<file path="config.mk">
export PLATFORM = sky130hd
export DESIGN_NAME = dcache_refill_ctrl_flat
export DESIGN_NICKNAME = d
export VERILOG_FILES = /design/src/rtl/dcache_refill_ctrl_if.sv /design/src/rtl/dcache_refill_ctrl.sv /design/src/flat_wrapper.sv
export SDC_FILE = /design/constraint.sdc
export NUM_CORES = 1
export LEC_CHECK = 0
export CORE_UTILIZATION = 30
export DETAILED_ROUTE_END_ITERATION = 8
export HOLD_SLACK_MARGIN = 0.12
export PLACE_DENSITY = 0.59
export SETUP_SLACK_MARGIN = 0.02
export SYNTH_ARGS = -nofsm -noshare
export SYNTH_HDL_FRONTEND = slang
export SYNTH_SLANG_ARGS = --single-unit
export TNS_END_PERCENT = 50
</file>
<file path="constraint.sdc">
create_clock -name clk -period 7.05 [get_ports clk]
set_input_delay 1.7625 -clock clk [delete_from_list [all_inputs] [get_ports clk]]
set_output_delay 1.7625 -clock clk [all_outputs]
set_load 0.05 [all_outputs]
</file>
<file path="src/rtl/dcache_refill_ctrl_if.sv">
`default_nettype none
// ============================================================================
// Module      : dcache_refill_ctrl_if
// Description : Bundles every handshake, bus and RAM-side signal of the
//               data-cache refill controller. Member suffixes are written from
//               the controller's point of view: _i = into the controller,
//               _o = driven by the controller.
//   Groups:
//     req_*   miss request from the cache pipeline (valid/ready)
//     rd_*    bus read request + read data beats
//     wr_*    bus write request + write data beats + write response
//     st_*    store-hit write port, forwarded to the data RAM while idle
//     lkp_*   lookup read address and read-port stall indication
//     ram_*   data/tag way-RAM write and read ports
//     done_o / err_o  completion pulse and sticky protocol error
//   Modports:
//     master  the refill controller
//     slave   the environment (cache pipeline, bus, RAMs)
// Revision    : 1.0 - initial release
// ============================================================================
interface dcache_refill_ctrl_if;
    // Miss request
    logic        req_valid_i;
    logic        req_ready_o;
    logic [27:0] req_addr_i;
    logic        req_wb_i;
    logic [21:0] req_victim_tag_i;

    // Bus read channel
    logic        rd_req_valid_o;
    logic        rd_req_ready_i;
    logic [31:0] rd_addr_o;
    logic        rd_data_valid_i;
    logic [31:0] rd_data_i;
    logic        rd_last_i;

    // Bus write channel
    logic        wr_req_valid_o;
    logic        wr_req_ready_i;
    logic [31:0] wr_addr_o;
    logic        wr_data_valid_o;
    logic        wr_data_ready_i;
    logic [31:0] wr_data_o;
    logic        wr_last_o;
    logic        wr_done_i;

    // Store-hit write port
    logic [3:0]  st_we_i;
    logic [9:0]  st_addr_i;
    logic [31:0] st_data_i;
    logic        st_ready_o;

    // Lookup read port
    logic [9:0]  lkp_addr_i;
    logic        lkp_stall_o;

    // Way RAMs
    logic [3:0]  ram_data_we_o;
    logic        ram_tag_we_o;
    logic [9:0]  ram_r_addr_o;
    logic [9:0]  ram_w_addr_o;
    logic [31:0] ram_wdata_o;
    logic [21:0] ram_tag_o;
    logic [31:0] ram_rdata_i;

    // Status
    logic        done_o;
    logic        err_o;

    modport master (
        input  req_valid_i, req_addr_i, req_wb_i, req_victim_tag_i,
        output req_ready_o,
        output rd_req_valid_o, rd_addr_o,
        input  rd_req_ready_i, rd_data_valid_i, rd_data_i, rd_last_i,
        output wr_req_valid_o, wr_addr_o, wr_data_valid_o, wr_data_o, wr_last_o,
        input  wr_req_ready_i, wr_data_ready_i, wr_done_i,
        input  st_we_i, st_addr_i, st_data_i,
        output st_ready_o,
        input  lkp_addr_i,
        output lkp_stall_o,
        output ram_data_we_o, ram_tag_we_o, ram_r_addr_o, ram_w_addr_o,
        output ram_wdata_o, ram_tag_o,
        input  ram_rdata_i,
        output done_o, err_o
    );

    modport slave (
        output req_valid_i, req_addr_i, req_wb_i, req_victim_tag_i,
        input  req_ready_o,
        input  rd_req_valid_o, rd_addr_o,
        output rd_req_ready_i, rd_data_valid_i, rd_data_i, rd_last_i,
        input  wr_req_valid_o, wr_addr_o, wr_data_valid_o, wr_data_o, wr_last_o,
        output wr_req_ready_i, wr_data_ready_i, wr_done_i,
        output st_we_i, st_addr_i, st_data_i,
        input  st_ready_o,
        output lkp_addr_i,
        input  lkp_stall_o,
        input  ram_data_we_o, ram_tag_we_o, ram_r_addr_o, ram_w_addr_o,
        input  ram_wdata_o, ram_tag_o,
        output ram_rdata_i,
        input  done_o, err_o
    );
endinterface
`default_nettype wire

</file>
<file path="src/rtl/dcache_refill_ctrl.sv">
`default_nettype none
// ============================================================================
// Module      : dcache_refill_ctrl
// Description : Single-way data-cache line refill controller. After reset it
//               optionally clears all 256 tags, then serves miss requests:
//               a dirty victim line (4 words) is read out of the data RAM,
//               written back over the bus, then the missing line is fetched
//               beat by beat straight into the data RAM and its tag written.
//               While idle the store-hit port owns the RAM write port.
//   Ports:
//     clk      rising-edge clock
//     rst      synchronous active-high reset
//     bus      dcache_refill_ctrl_if.master (request, bus read/write,
//              store port, lookup port, way RAMs, done/err status)
//   Parameters:
//     INIT_SWEEP  1 = clear every tag after reset, 0 = start directly idle
//   Tag format: [21] valid, [20] dirty, [19:0] address bits [31:12].
//   RAM word addresses are byte address bits [11:2] = {index, word}.
// Revision    : 1.0 - initial release
// ============================================================================
module dcache_refill_ctrl #(
    parameter bit INIT_SWEEP = 1'b1
) (
    input  logic                   clk,
    input  logic                   rst,
    dcache_refill_ctrl_if.master   bus
);

    typedef enum logic [3:0] {
        INIT    = 4'd0,
        IDLE    = 4'd1,
        WB_READ = 4'd2,
        WB_AREQ = 4'd3,
        WB_DATA = 4'd4,
        WB_RESP = 4'd5,
        RF_AREQ = 4'd6,
        RF_DATA = 4'd7,
        TAG_WR  = 4'd8,
        DONE    = 4'd9
    } state_t;

    localparam logic [7:0] SWEEP_LAST = 8'hFF;   // last tag index swept
    localparam logic [7:0] WB_RD_LAST = 8'd4;    // WB_READ capture-only cycle
    localparam logic [1:0] WORD_LAST  = 2'd3;    // last word of a line

    // ------------------------------------------------------------------
    // State
    // ------------------------------------------------------------------
    state_t             state_q, state_d;
    logic [7:0]         cnt_q, cnt_d;      // sweep index / word counter
    logic               err_q, err_d;
    logic [27:0]        addr_q, addr_d;    // miss line address [31:4]
    logic               wb_q, wb_d;        // request carried a dirty victim
    logic [21:0]        vtag_q, vtag_d;    // victim tag
    logic [3:0][31:0]   buf_q, buf_d;      // write-back line buffer

    logic [7:0]         idx;
    logic [1:0]         rd_slot;
    logic               unused_vtag;

    assign idx     = addr_q[7:0];
    // Read data arrives one cycle after its address, so the word captured in
    // WB_READ cycle k belongs to slot k-1 (cycle 4 wraps to slot 3).
    assign rd_slot = cnt_q[1:0] - 2'd1;

    // Valid/dirty bits of the victim are not needed to form the write address.
    assign unused_vtag = ^{vtag_q[21:20], wb_q};

    // Control state with synchronous reset; a reset anywhere abandons the
    // transaction and restarts the sweep.
    always_ff @(posedge clk) begin
        if (rst) begin
            state_q <= INIT_SWEEP ? INIT : IDLE;
            cnt_q   <= '0;
            err_q   <= 1'b0;
        end else begin
            state_q <= state_d;
            cnt_q   <= cnt_d;
            err_q   <= err_d;
        end
    end

    // Datapath holding registers need no reset: they are always loaded
    // before being consumed.
    always_ff @(posedge clk) begin
        addr_q <= addr_d;
        wb_q   <= wb_d;
        vtag_q <= vtag_d;
        buf_q  <= buf_d;
    end

    // ------------------------------------------------------------------
    // Next state and outputs
    // ------------------------------------------------------------------
    always_comb begin
        state_d = state_q;
        cnt_d   = cnt_q;
        err_d   = err_q;
        addr_d  = addr_q;
        wb_d    = wb_q;
        vtag_d  = vtag_q;
        buf_d   = buf_q;

        bus.req_ready_o     = 1'b0;
        bus.st_ready_o      = 1'b0;
        bus.rd_req_valid_o  = 1'b0;
        bus.rd_addr_o       = {addr_q, 4'h0};
        bus.wr_req_valid_o  = 1'b0;
        bus.wr_addr_o       = {vtag_q[19:0], idx, 4'h0};
        bus.wr_data_valid_o = 1'b0;
        bus.wr_data_o       = buf_q[cnt_q[1:0]];
        bus.wr_last_o       = 1'b0;
        bus.lkp_stall_o     = 1'b0;
        bus.ram_r_addr_o    = bus.lkp_addr_i;
        bus.ram_data_we_o   = 4'h0;
        bus.ram_tag_we_o    = 1'b0;
        bus.ram_w_addr_o    = 10'd0;
        bus.ram_wdata_o     = 32'd0;
        bus.ram_tag_o       = 22'd0;
        bus.done_o          = 1'b0;
        bus.err_o           = err_q;

        unique case (state_q)
            INIT: begin
                bus.ram_tag_we_o = 1'b1;
                bus.ram_w_addr_o = {cnt_q, 2'b00};
                if (cnt_q == SWEEP_LAST) begin
                    cnt_d   = '0;
                    state_d = IDLE;
                end else begin
                    cnt_d = cnt_q + 8'd1;
                end
            end

            IDLE: begin
                bus.req_ready_o   = 1'b1;
                bus.st_ready_o    = 1'b1;
                bus.ram_data_we_o = bus.st_we_i;
                bus.ram_w_addr_o  = bus.st_addr_i;
                bus.ram_wdata_o   = bus.st_data_i;
                if (bus.req_valid_i) begin
                    addr_d  = bus.req_addr_i;
                    wb_d    = bus.req_wb_i;
                    vtag_d  = bus.req_victim_tag_i;
                    cnt_d   = '0;
                    state_d = bus.req_wb_i ? WB_READ : RF_AREQ;
                end
            end

            // Four address cycles, then one more to capture the last word.
            WB_READ: begin
                if (cnt_q < WB_RD_LAST) begin
                    bus.lkp_stall_o  = 1'b1;
                    bus.ram_r_addr_o = {idx, cnt_q[1:0]};
                end
                if (cnt_q != 8'd0) begin
                    buf_d[rd_slot] = bus.ram_rdata_i;
                end
                if (cnt_q == WB_RD_LAST) begin
                    cnt_d   = '0;
                    state_d = WB_AREQ;
                end else begin
                    cnt_d = cnt_q + 8'd1;
                end
            end

            WB_AREQ: begin
                bus.wr_req_valid_o = 1'b1;
                if (bus.wr_req_ready_i) begin
                    state_d = WB_DATA;
                end
            end

            WB_DATA: begin
                bus.wr_data_valid_o = 1'b1;
                bus.wr_last_o       = (cnt_q[1:0] == WORD_LAST);
                if (bus.wr_data_ready_i) begin
                    if (cnt_q[1:0] == WORD_LAST) begin
                        cnt_d   = '0;
                        state_d = WB_RESP;
                    end else begin
                        cnt_d = cnt_q + 8'd1;
                    end
                end
            end

            WB_RESP: begin
                if (bus.wr_done_i) begin
                    state_d = RF_AREQ;
                end
            end

            RF_AREQ: begin
                bus.rd_req_valid_o = 1'b1;
                if (bus.rd_req_ready_i) begin
                    cnt_d   = '0;
                    state_d = RF_DATA;
                end
            end

            // Beats land in the data RAM in the cycle they arrive. The
            // beat counter alone sequences the line; rd_last_i is only
            // cross-checked against it.
            RF_DATA: begin
                if (bus.rd_data_valid_i) begin
                    bus.ram_data_we_o = 4'hF;
                    bus.ram_w_addr_o  = {idx, cnt_q[1:0]};
                    bus.ram_wdata_o   = bus.rd_data_i;
                    if (bus.rd_last_i != (cnt_q[1:0] == WORD_LAST)) begin
                        err_d = 1'b1;
                    end
                    if (cnt_q[1:0] == WORD_LAST) begin
                        cnt_d   = '0;
                        state_d = TAG_WR;
                    end else begin
                        cnt_d = cnt_q + 8'd1;
                    end
                end
            end

            TAG_WR: begin
                bus.ram_tag_we_o = 1'b1;
                bus.ram_w_addr_o = {idx, 2'b00};
                bus.ram_tag_o    = {1'b1, 1'b0, addr_q[27:8]};
                state_d          = DONE;
            end

            DONE: begin
                bus.done_o = 1'b1;
                state_d    = IDLE;
            end

            default: begin
                state_d = IDLE;
            end
        endcase
    end

endmodule
`default_nettype wire

</file>
<file path="src/flat_wrapper.sv">
// flat-port wrapper written by rule: the top's interface ports become plain ports
module dcache_refill_ctrl_flat 
#(
    parameter bit INIT_SWEEP = 1'b1
)
  (clk, rst, bus_req_valid_i, bus_req_addr_i, bus_req_wb_i, bus_req_victim_tag_i, bus_req_ready_o, bus_rd_req_valid_o, bus_rd_addr_o, bus_rd_req_ready_i, bus_rd_data_valid_i, bus_rd_data_i, bus_rd_last_i, bus_wr_req_valid_o, bus_wr_addr_o, bus_wr_data_valid_o, bus_wr_data_o, bus_wr_last_o, bus_wr_req_ready_i, bus_wr_data_ready_i, bus_wr_done_i, bus_st_we_i, bus_st_addr_i, bus_st_data_i, bus_st_ready_o, bus_lkp_addr_i, bus_lkp_stall_o, bus_ram_data_we_o, bus_ram_tag_we_o, bus_ram_r_addr_o, bus_ram_w_addr_o, bus_ram_wdata_o, bus_ram_tag_o, bus_ram_rdata_i, bus_done_o, bus_err_o);
  dcache_refill_ctrl_if bus_i ();
  input  logic clk;
  input  logic rst;
  input wire logic [$bits(bus_i.req_valid_i)-1:0] bus_req_valid_i;
  input wire logic [$bits(bus_i.req_addr_i)-1:0] bus_req_addr_i;
  input wire logic [$bits(bus_i.req_wb_i)-1:0] bus_req_wb_i;
  input wire logic [$bits(bus_i.req_victim_tag_i)-1:0] bus_req_victim_tag_i;
  output wire logic [$bits(bus_i.req_ready_o)-1:0] bus_req_ready_o;
  output wire logic [$bits(bus_i.rd_req_valid_o)-1:0] bus_rd_req_valid_o;
  output wire logic [$bits(bus_i.rd_addr_o)-1:0] bus_rd_addr_o;
  input wire logic [$bits(bus_i.rd_req_ready_i)-1:0] bus_rd_req_ready_i;
  input wire logic [$bits(bus_i.rd_data_valid_i)-1:0] bus_rd_data_valid_i;
  input wire logic [$bits(bus_i.rd_data_i)-1:0] bus_rd_data_i;
  input wire logic [$bits(bus_i.rd_last_i)-1:0] bus_rd_last_i;
  output wire logic [$bits(bus_i.wr_req_valid_o)-1:0] bus_wr_req_valid_o;
  output wire logic [$bits(bus_i.wr_addr_o)-1:0] bus_wr_addr_o;
  output wire logic [$bits(bus_i.wr_data_valid_o)-1:0] bus_wr_data_valid_o;
  output wire logic [$bits(bus_i.wr_data_o)-1:0] bus_wr_data_o;
  output wire logic [$bits(bus_i.wr_last_o)-1:0] bus_wr_last_o;
  input wire logic [$bits(bus_i.wr_req_ready_i)-1:0] bus_wr_req_ready_i;
  input wire logic [$bits(bus_i.wr_data_ready_i)-1:0] bus_wr_data_ready_i;
  input wire logic [$bits(bus_i.wr_done_i)-1:0] bus_wr_done_i;
  input wire logic [$bits(bus_i.st_we_i)-1:0] bus_st_we_i;
  input wire logic [$bits(bus_i.st_addr_i)-1:0] bus_st_addr_i;
  input wire logic [$bits(bus_i.st_data_i)-1:0] bus_st_data_i;
  output wire logic [$bits(bus_i.st_ready_o)-1:0] bus_st_ready_o;
  input wire logic [$bits(bus_i.lkp_addr_i)-1:0] bus_lkp_addr_i;
  output wire logic [$bits(bus_i.lkp_stall_o)-1:0] bus_lkp_stall_o;
  output wire logic [$bits(bus_i.ram_data_we_o)-1:0] bus_ram_data_we_o;
  output wire logic [$bits(bus_i.ram_tag_we_o)-1:0] bus_ram_tag_we_o;
  output wire logic [$bits(bus_i.ram_r_addr_o)-1:0] bus_ram_r_addr_o;
  output wire logic [$bits(bus_i.ram_w_addr_o)-1:0] bus_ram_w_addr_o;
  output wire logic [$bits(bus_i.ram_wdata_o)-1:0] bus_ram_wdata_o;
  output wire logic [$bits(bus_i.ram_tag_o)-1:0] bus_ram_tag_o;
  input wire logic [$bits(bus_i.ram_rdata_i)-1:0] bus_ram_rdata_i;
  output wire logic [$bits(bus_i.done_o)-1:0] bus_done_o;
  output wire logic [$bits(bus_i.err_o)-1:0] bus_err_o;
  assign bus_i.req_valid_i = bus_req_valid_i;
  assign bus_i.req_addr_i = bus_req_addr_i;
  assign bus_i.req_wb_i = bus_req_wb_i;
  assign bus_i.req_victim_tag_i = bus_req_victim_tag_i;
  assign bus_req_ready_o = bus_i.req_ready_o;
  assign bus_rd_req_valid_o = bus_i.rd_req_valid_o;
  assign bus_rd_addr_o = bus_i.rd_addr_o;
  assign bus_i.rd_req_ready_i = bus_rd_req_ready_i;
  assign bus_i.rd_data_valid_i = bus_rd_data_valid_i;
  assign bus_i.rd_data_i = bus_rd_data_i;
  assign bus_i.rd_last_i = bus_rd_last_i;
  assign bus_wr_req_valid_o = bus_i.wr_req_valid_o;
  assign bus_wr_addr_o = bus_i.wr_addr_o;
  assign bus_wr_data_valid_o = bus_i.wr_data_valid_o;
  assign bus_wr_data_o = bus_i.wr_data_o;
  assign bus_wr_last_o = bus_i.wr_last_o;
  assign bus_i.wr_req_ready_i = bus_wr_req_ready_i;
  assign bus_i.wr_data_ready_i = bus_wr_data_ready_i;
  assign bus_i.wr_done_i = bus_wr_done_i;
  assign bus_i.st_we_i = bus_st_we_i;
  assign bus_i.st_addr_i = bus_st_addr_i;
  assign bus_i.st_data_i = bus_st_data_i;
  assign bus_st_ready_o = bus_i.st_ready_o;
  assign bus_i.lkp_addr_i = bus_lkp_addr_i;
  assign bus_lkp_stall_o = bus_i.lkp_stall_o;
  assign bus_ram_data_we_o = bus_i.ram_data_we_o;
  assign bus_ram_tag_we_o = bus_i.ram_tag_we_o;
  assign bus_ram_r_addr_o = bus_i.ram_r_addr_o;
  assign bus_ram_w_addr_o = bus_i.ram_w_addr_o;
  assign bus_ram_wdata_o = bus_i.ram_wdata_o;
  assign bus_ram_tag_o = bus_i.ram_tag_o;
  assign bus_i.ram_rdata_i = bus_ram_rdata_i;
  assign bus_done_o = bus_i.done_o;
  assign bus_err_o = bus_i.err_o;
  dcache_refill_ctrl #(.INIT_SWEEP(INIT_SWEEP)) u_core (.clk(clk), .rst(rst), .bus(bus_i));
endmodule
</file>
# Yosys cells after proc, flatten, opt, wreduce, memory -nomap -nowiden

Index checks and enable logic that the tools add are counted.
Widths: inputs -> output; s select.

Input bits: 180
Memory bits (writable): 0
Word-level logic and storage cells: 91
Memories: 0
Bits in read-only memories: 0
Bits in latches: 0
Bits in registers: 189
Output and inout bits: 184

Div/mod/pow operators: 0
Equality and inequality tests: 23
Mux-type cells: 43
Reduce and logical (&&, ||, !) cells: 10
Multiply operators: 0
Add/subtract/negate cells: 2
Bitwise logic cells: 0
Magnitude comparators: 4
Shifts and indexed selects: 0

Operators with widths:

| kind                | number |
|---|---|
| $bwmux 128          | 1 |
| $mux 32             | 3 |
| $bmux 32 s2         | 1 |
| $demux 32 s2        | 1 |
| $pmux 32 s2         | 1 |
| $mux 8              | 7 |
| $pmux 8 s6          | 1 |
| $mux 4              | 11 |
| $pmux 10 s4         | 1 |
| $pmux 4 s9          | 1 |
| $mux 10             | 3 |
| $mux 22             | 1 |
| $eq 4x3->1 const B  | 4 |
| $ne 2x2->1 const B  | 6 |
| $reduce_and 10->1   | 1 |
| $mux 1              | 9 |
| $add 8x1->8 const B | 1 |
| $eq 4x2->1 const B  | 2 |
| $eq 4x4->1 const B  | 2 |
| $eq 8x3->1 const B  | 1 |
| $eq 8x8->1 const B  | 1 |
| $lt 8x3->1 const B  | 1 |
| $ne 2x1->1 const B  | 4 |
| $pmux 4 s2          | 1 |
| other kinds (15)    | 17 |

# Logic depth before layout (Yosys ltp)

Depth after elaboration: 6
Mapped depth: 9

# Worst setup path before layout

No wires, ideal clock.

Kind: in2out
Start: input port bus_rd_data_valid_i
End: output port bus_ram_w_addr_o[0]
Path slack: 2.355 ns
Arrival: 2.933 ns
Required time: 5.287 ns
Cell stages on the path: 5
Path through: inv_1 nor3_1 buf_2 buf_2 a22o_1

Longest elaborated chain between the ends: 2

RTL lines:

| item            | line                      | source |
|---|---|---|
| start, declared | flat_wrapper.sv:18        | `input wire logic [$bits(bus_i.rd_data_valid_i)-1:0] bus_rd_data_valid_i;` |
| $mux 10         | dcache_refill_ctrl.sv:205 | `if (bus.rd_data_valid_i) begin` |
| $pmux 10 s4     | dcache_refill_ctrl.sv:123 | `unique case (state_q)` |
| end, declared   | flat_wrapper.sv:38        | `output wire logic [$bits(bus_i.ram_w_addr_o)-1:0] bus_ram_w_addr_o;` |

Every way passes these cells.

# Final worst setup path

Start: input port bus_rd_data_valid_i
End: output port bus_ram_wdata_o[6]

Longest elaborated chain between the ends: 2

RTL lines:

| item          | line                      | source |
|---|---|---|
| $mux 32       | dcache_refill_ctrl.sv:205 |  |
| $pmux 32 s2   | dcache_refill_ctrl.sv:123 |  |
| end, declared | flat_wrapper.sv:39        | `output wire logic [$bits(bus_i.ram_wdata_o)-1:0] bus_ram_wdata_o;` |

Every way passes these cells.

==> results.cfg <==
[run_status]
status = completed

[clock_network]
postCtsSetupBuffers = 0
clkSinkCount = 189
clock_path_buffers = 2
tritoncts_clock_tree = yes
clock_latency_ns = 0.44
numCtsBuffers = 17
clk_pin_slew_ns = 0.07
cts-htree-levels = 4
clock-root-buffer = sky130_fd_sc_hd__clkbuf_16
cts_resized = 0
cts-hold-fix-buffers = 0

[power_and_ir_drop]
internal_power_mw = 2.55
combinationalPowerShare_pct = 46.2
worst_ir_drop_vdd_v = 0.000193
total_switching_power_mw = 1.87
seqPwrFrac_pct = 31.7
power_leakage_nw = 4.24
power.density_nw_per_um2 = 355
clock_power_share_pct = 22.1
switching_share_pct = 42.3

[timing]
tightestPinTransition_ns = 1.15
setup-violations-final = 0
final.setup.tns_ns = 0
rsz_0062_raised_after_global_routing = no
final.min_clock_period_ns = 5.84
timing.final.crit_share_pct = 82.8
max_clock_freq_ghz = 0.171
report.final.hold_viol_count = 0
timing.slew.headroom_pct = 23.6
slew_violations = 0
finalClockSkew_ns = 0.0234

[detailed_routing]
ant_nets = 0
routedWlPerCell_um = 19.6
firstDrtPassIters = 6
routed-via-count = 5575
drc_errors = 0
number_of_design_rule_violations_left_by_the_first_detailed_router_iteration = 280
via_per_inst = 4.75
postRouteWirelength_mm = 23.0

[global_routing]
grt_antenna_before_repair = 0
vias_in_the_first_global_route = 5764
grt_start_max_net_pins = 50
grt_pass1_wl_mm = 35.2
global_route.peak_usage_layer = met2
use_met1_pct = 20.5
grtUsageMet2_pct = 29.2
global_router_s_overall_resource_usage_pct = 16.8
global_route_congestion_overflow_total = 0
grt.met3_usage_pct = 3.99

[finish]
ff_latch_area_um2 = 5550
layout-area-overhead-vs-synth_pct = 53.3
multi_input_area_um2 = 2280
drive_gt1_share_pct = 11.0
fin_nets = 1011
count_of_antenna_diodes_in_the_layout = 0
fin_cells = 1173
filler_cell_count = 2322

[synth]
synth.area.top_cells = sky130_fd_sc_hd__edfxtp_1 (65%), sky130_fd_sc_hd__mux4_2 (8.9%), sky130_fd_sc_hd__a22o_1 (3.9%), sky130_fd_sc_hd__dfxtp_1 (3.2%), sky130_fd_sc_hd__and2_1 (2.0%)
yosys_most_used_dff = sky130_fd_sc_hd__edfxtp_1
synth_edf_count = 176
async_reset_ff_share_pct = 0
synthesis.area_per_instance_um2 = 16.6
portion_of_synthesized_cell_area_occupied_by_the_leading_cell_type_pct = 65.0
synth_area_leader_cell = sky130_fd_sc_hd__edfxtp_1
syn-instance-count = 491
synth.cell_area_um2 = 8140
synth-seq-area-share_pct = 68.2
synth_cell_type_count = 61
synth_warnings = 0
postSynthRegisterBits = 189

[setup_path]
critical_path_peak_fanout = 39
critical_path_required_ns = 5.29
cpMaxStageDelayCell = sky130_fd_sc_hd__clkdlybuf4s50_1
critPathTopFamily = buffers and inverters
critical-path-max-stage-delay_ns = 0.83
start_kind = input port
worst-endpoint-arrival_ns = 4.07
criticalPathCategory = input port to output pin
timing.critical_path.cells = clkdlybuf4s50_1 -> inv_1 -> nor3_2 -> buf_4 -> a22o_1 -> clkdlybuf4s50_1
cpMostUsedCell = sky130_fd_sc_hd__clkdlybuf4s50_1
critical_path.endpoint_type = output pin
critical_path_buffers_and_inverters = 4

[place]
dpl.hpwl_mm = 16.1
dpl.cell_count = 1141
gpl.final_weighted_congestion = 0.773
buffer_ports.inserted = 352

[floorplan]
fp.dieH_um = 167
die_outline_area_um2 = 27800
standard_cell_row_count = 59
pin_count = 364
start_util_pct = 30.9
area_inside_the_core_boundary_um2 = 26400
die_x_um = 167

[flow_run]
max_cap_viol_count = 0

[worst_hold_path]
hp-class = flop to flop
## worst min-delay path: stages (launching register included)
cell,delay (ns)
sky130_fd_sc_hd__dfxtp_1,0.33
sky130_fd_sc_hd__a21oi_1,0.04
sky130_fd_sc_hd__nor2_1,0.07
## layer usage
metal	wire (µm)	part of all wire, %
met1	9510	41
met2	11800	51
met3	1370	5.9
met4	293	1.3
met5	0	0
## area by class of cell
| type | instances | share of cell area (%) |
|---|---|---|
| sequential | 189 | 44.5 |
| timing repair buffer | 357 | 28.5 |
| multi-input combinational | 244 | 18.2 |
| clock buffer | 18 | 3.44 |
| tap | 335 | 3.36 |
| clock inverter | 14 | 1.47 |
| inverter | 16 | 0.481 |
## cell usage in the layout (no fill, tap or decap), types with 7 or more instances in the layout
cell type,netlist,routed
sky130_fd_sc_hd__edfxtp_1,176,176
sky130_fd_sc_hd__clkdlybuf4s50_1,0,352
sky130_fd_sc_hd__dfxtp_1,13,11
sky130_fd_sc_hd__nand3_1,7,7
sky130_fd_sc_hd__mux4_2,32,32
sky130_fd_sc_hd__and2_1,26,21
sky130_fd_sc_hd__nor2_1,13,12
sky130_fd_sc_hd__inv_1,16,16
sky130_fd_sc_hd__conb_1,1,9
sky130_fd_sc_hd__nand2_1,11,11
sky130_fd_sc_hd__nor3_1,12,10
sky130_fd_sc_hd__a21oi_1,8,8
sky130_fd_sc_hd__clkbuf_16,0,17
sky130_fd_sc_hd__a22o_1,36,36
sky130_fd_sc_hd__a222oi_1,8,8
## metrics by stage
stage	hold slack, ns	util (%)	setup slack (ns)	total power, mW	instance area (µm²)
final	0.473	47.3	1.21	4.42	12500
after global routing	0.534	47.3	1.09	4.61	12500
after CTS	0.481	47.3	1.22	4.49	12500
after detailed placement	0.460	45.0	1.23	3.50	11900
after global placement	0.459	45.0	1.22	3.50	11900
after floorplan	0.526	-	2.35	2.82	8170
## synth_stat cells (all sizes together), types with 4 or more instances
cell type / count
a21oi: 8
mux2: 9
a222oi: 8
mux4: 32
nor3: 13
buf: 39
inv: 16
clkbuf: 11
a22o: 36
o21ai: 7
nor2: 13
or2: 5
nand3: 8
and2: 26
a21o: 4
a31oi: 7
nand2: 12
edfxtp: 176
ha: 6
dfxtp: 13
## kinds of logic after synthesis
group / count (synthesis) / share of synthesized area (%)
xor+xnor: 2 / 0.215
compound gates: 90 / 9.18
simple gates: 96 / 6.84
flops: 189 / 68.2
mux: 41 / 10.1
buf+inv: 66 / 4.54
fa+ha+maj: 6 / 0.923
other cells: 1 / 0.0461
## path summary, 6_finish.rpt
kind / startpoint / to / slack [ns] / depth (start not counted)
max: bus_rd_data_valid_i / bus_ram_wdata_o[6] / 1.21 / 6
min: u_core.bus.err_o$_SDFFE_PP0P_ / u_core.bus.err_o$_SDFFE_PP0P_ / 0.47 / 2
max reg2reg: u_core.state_q[0]$_SDFFE_PP0P_ / u_core.addr_q[7]$_DFFE_PP_ / 4.01 / 4
min reg2reg: u_core.bus.err_o$_SDFFE_PP0P_ / u_core.bus.err_o$_SDFFE_PP0P_ / 0.47 / 2
## registers in the layout, summed over array words and instances (netlist names)
register / flops
u_core.vtag_q: 20
u_core.buf_q: 128
u_core.bus.err_o: 1
u_core.cnt_q: 8
u_core.addr_q: 28
u_core.state_q: 4
## power by group through the flow
stage / clock network, mW / logic [mW] / registers [mW]
2_1_floorplan: 0 / 1.34 / 1.48
4_1_cts: 1.01 / 2.07 / 1.40
6_report: 0.977 / 2.04 / 1.40
5_1_grt: 1.04 / 2.15 / 1.41
3_3_place_gp: 0 / 2.07 / 1.43
3_5_place_dp: 0 / 2.07 / 1.43
(Power assumes the default switching activity.)
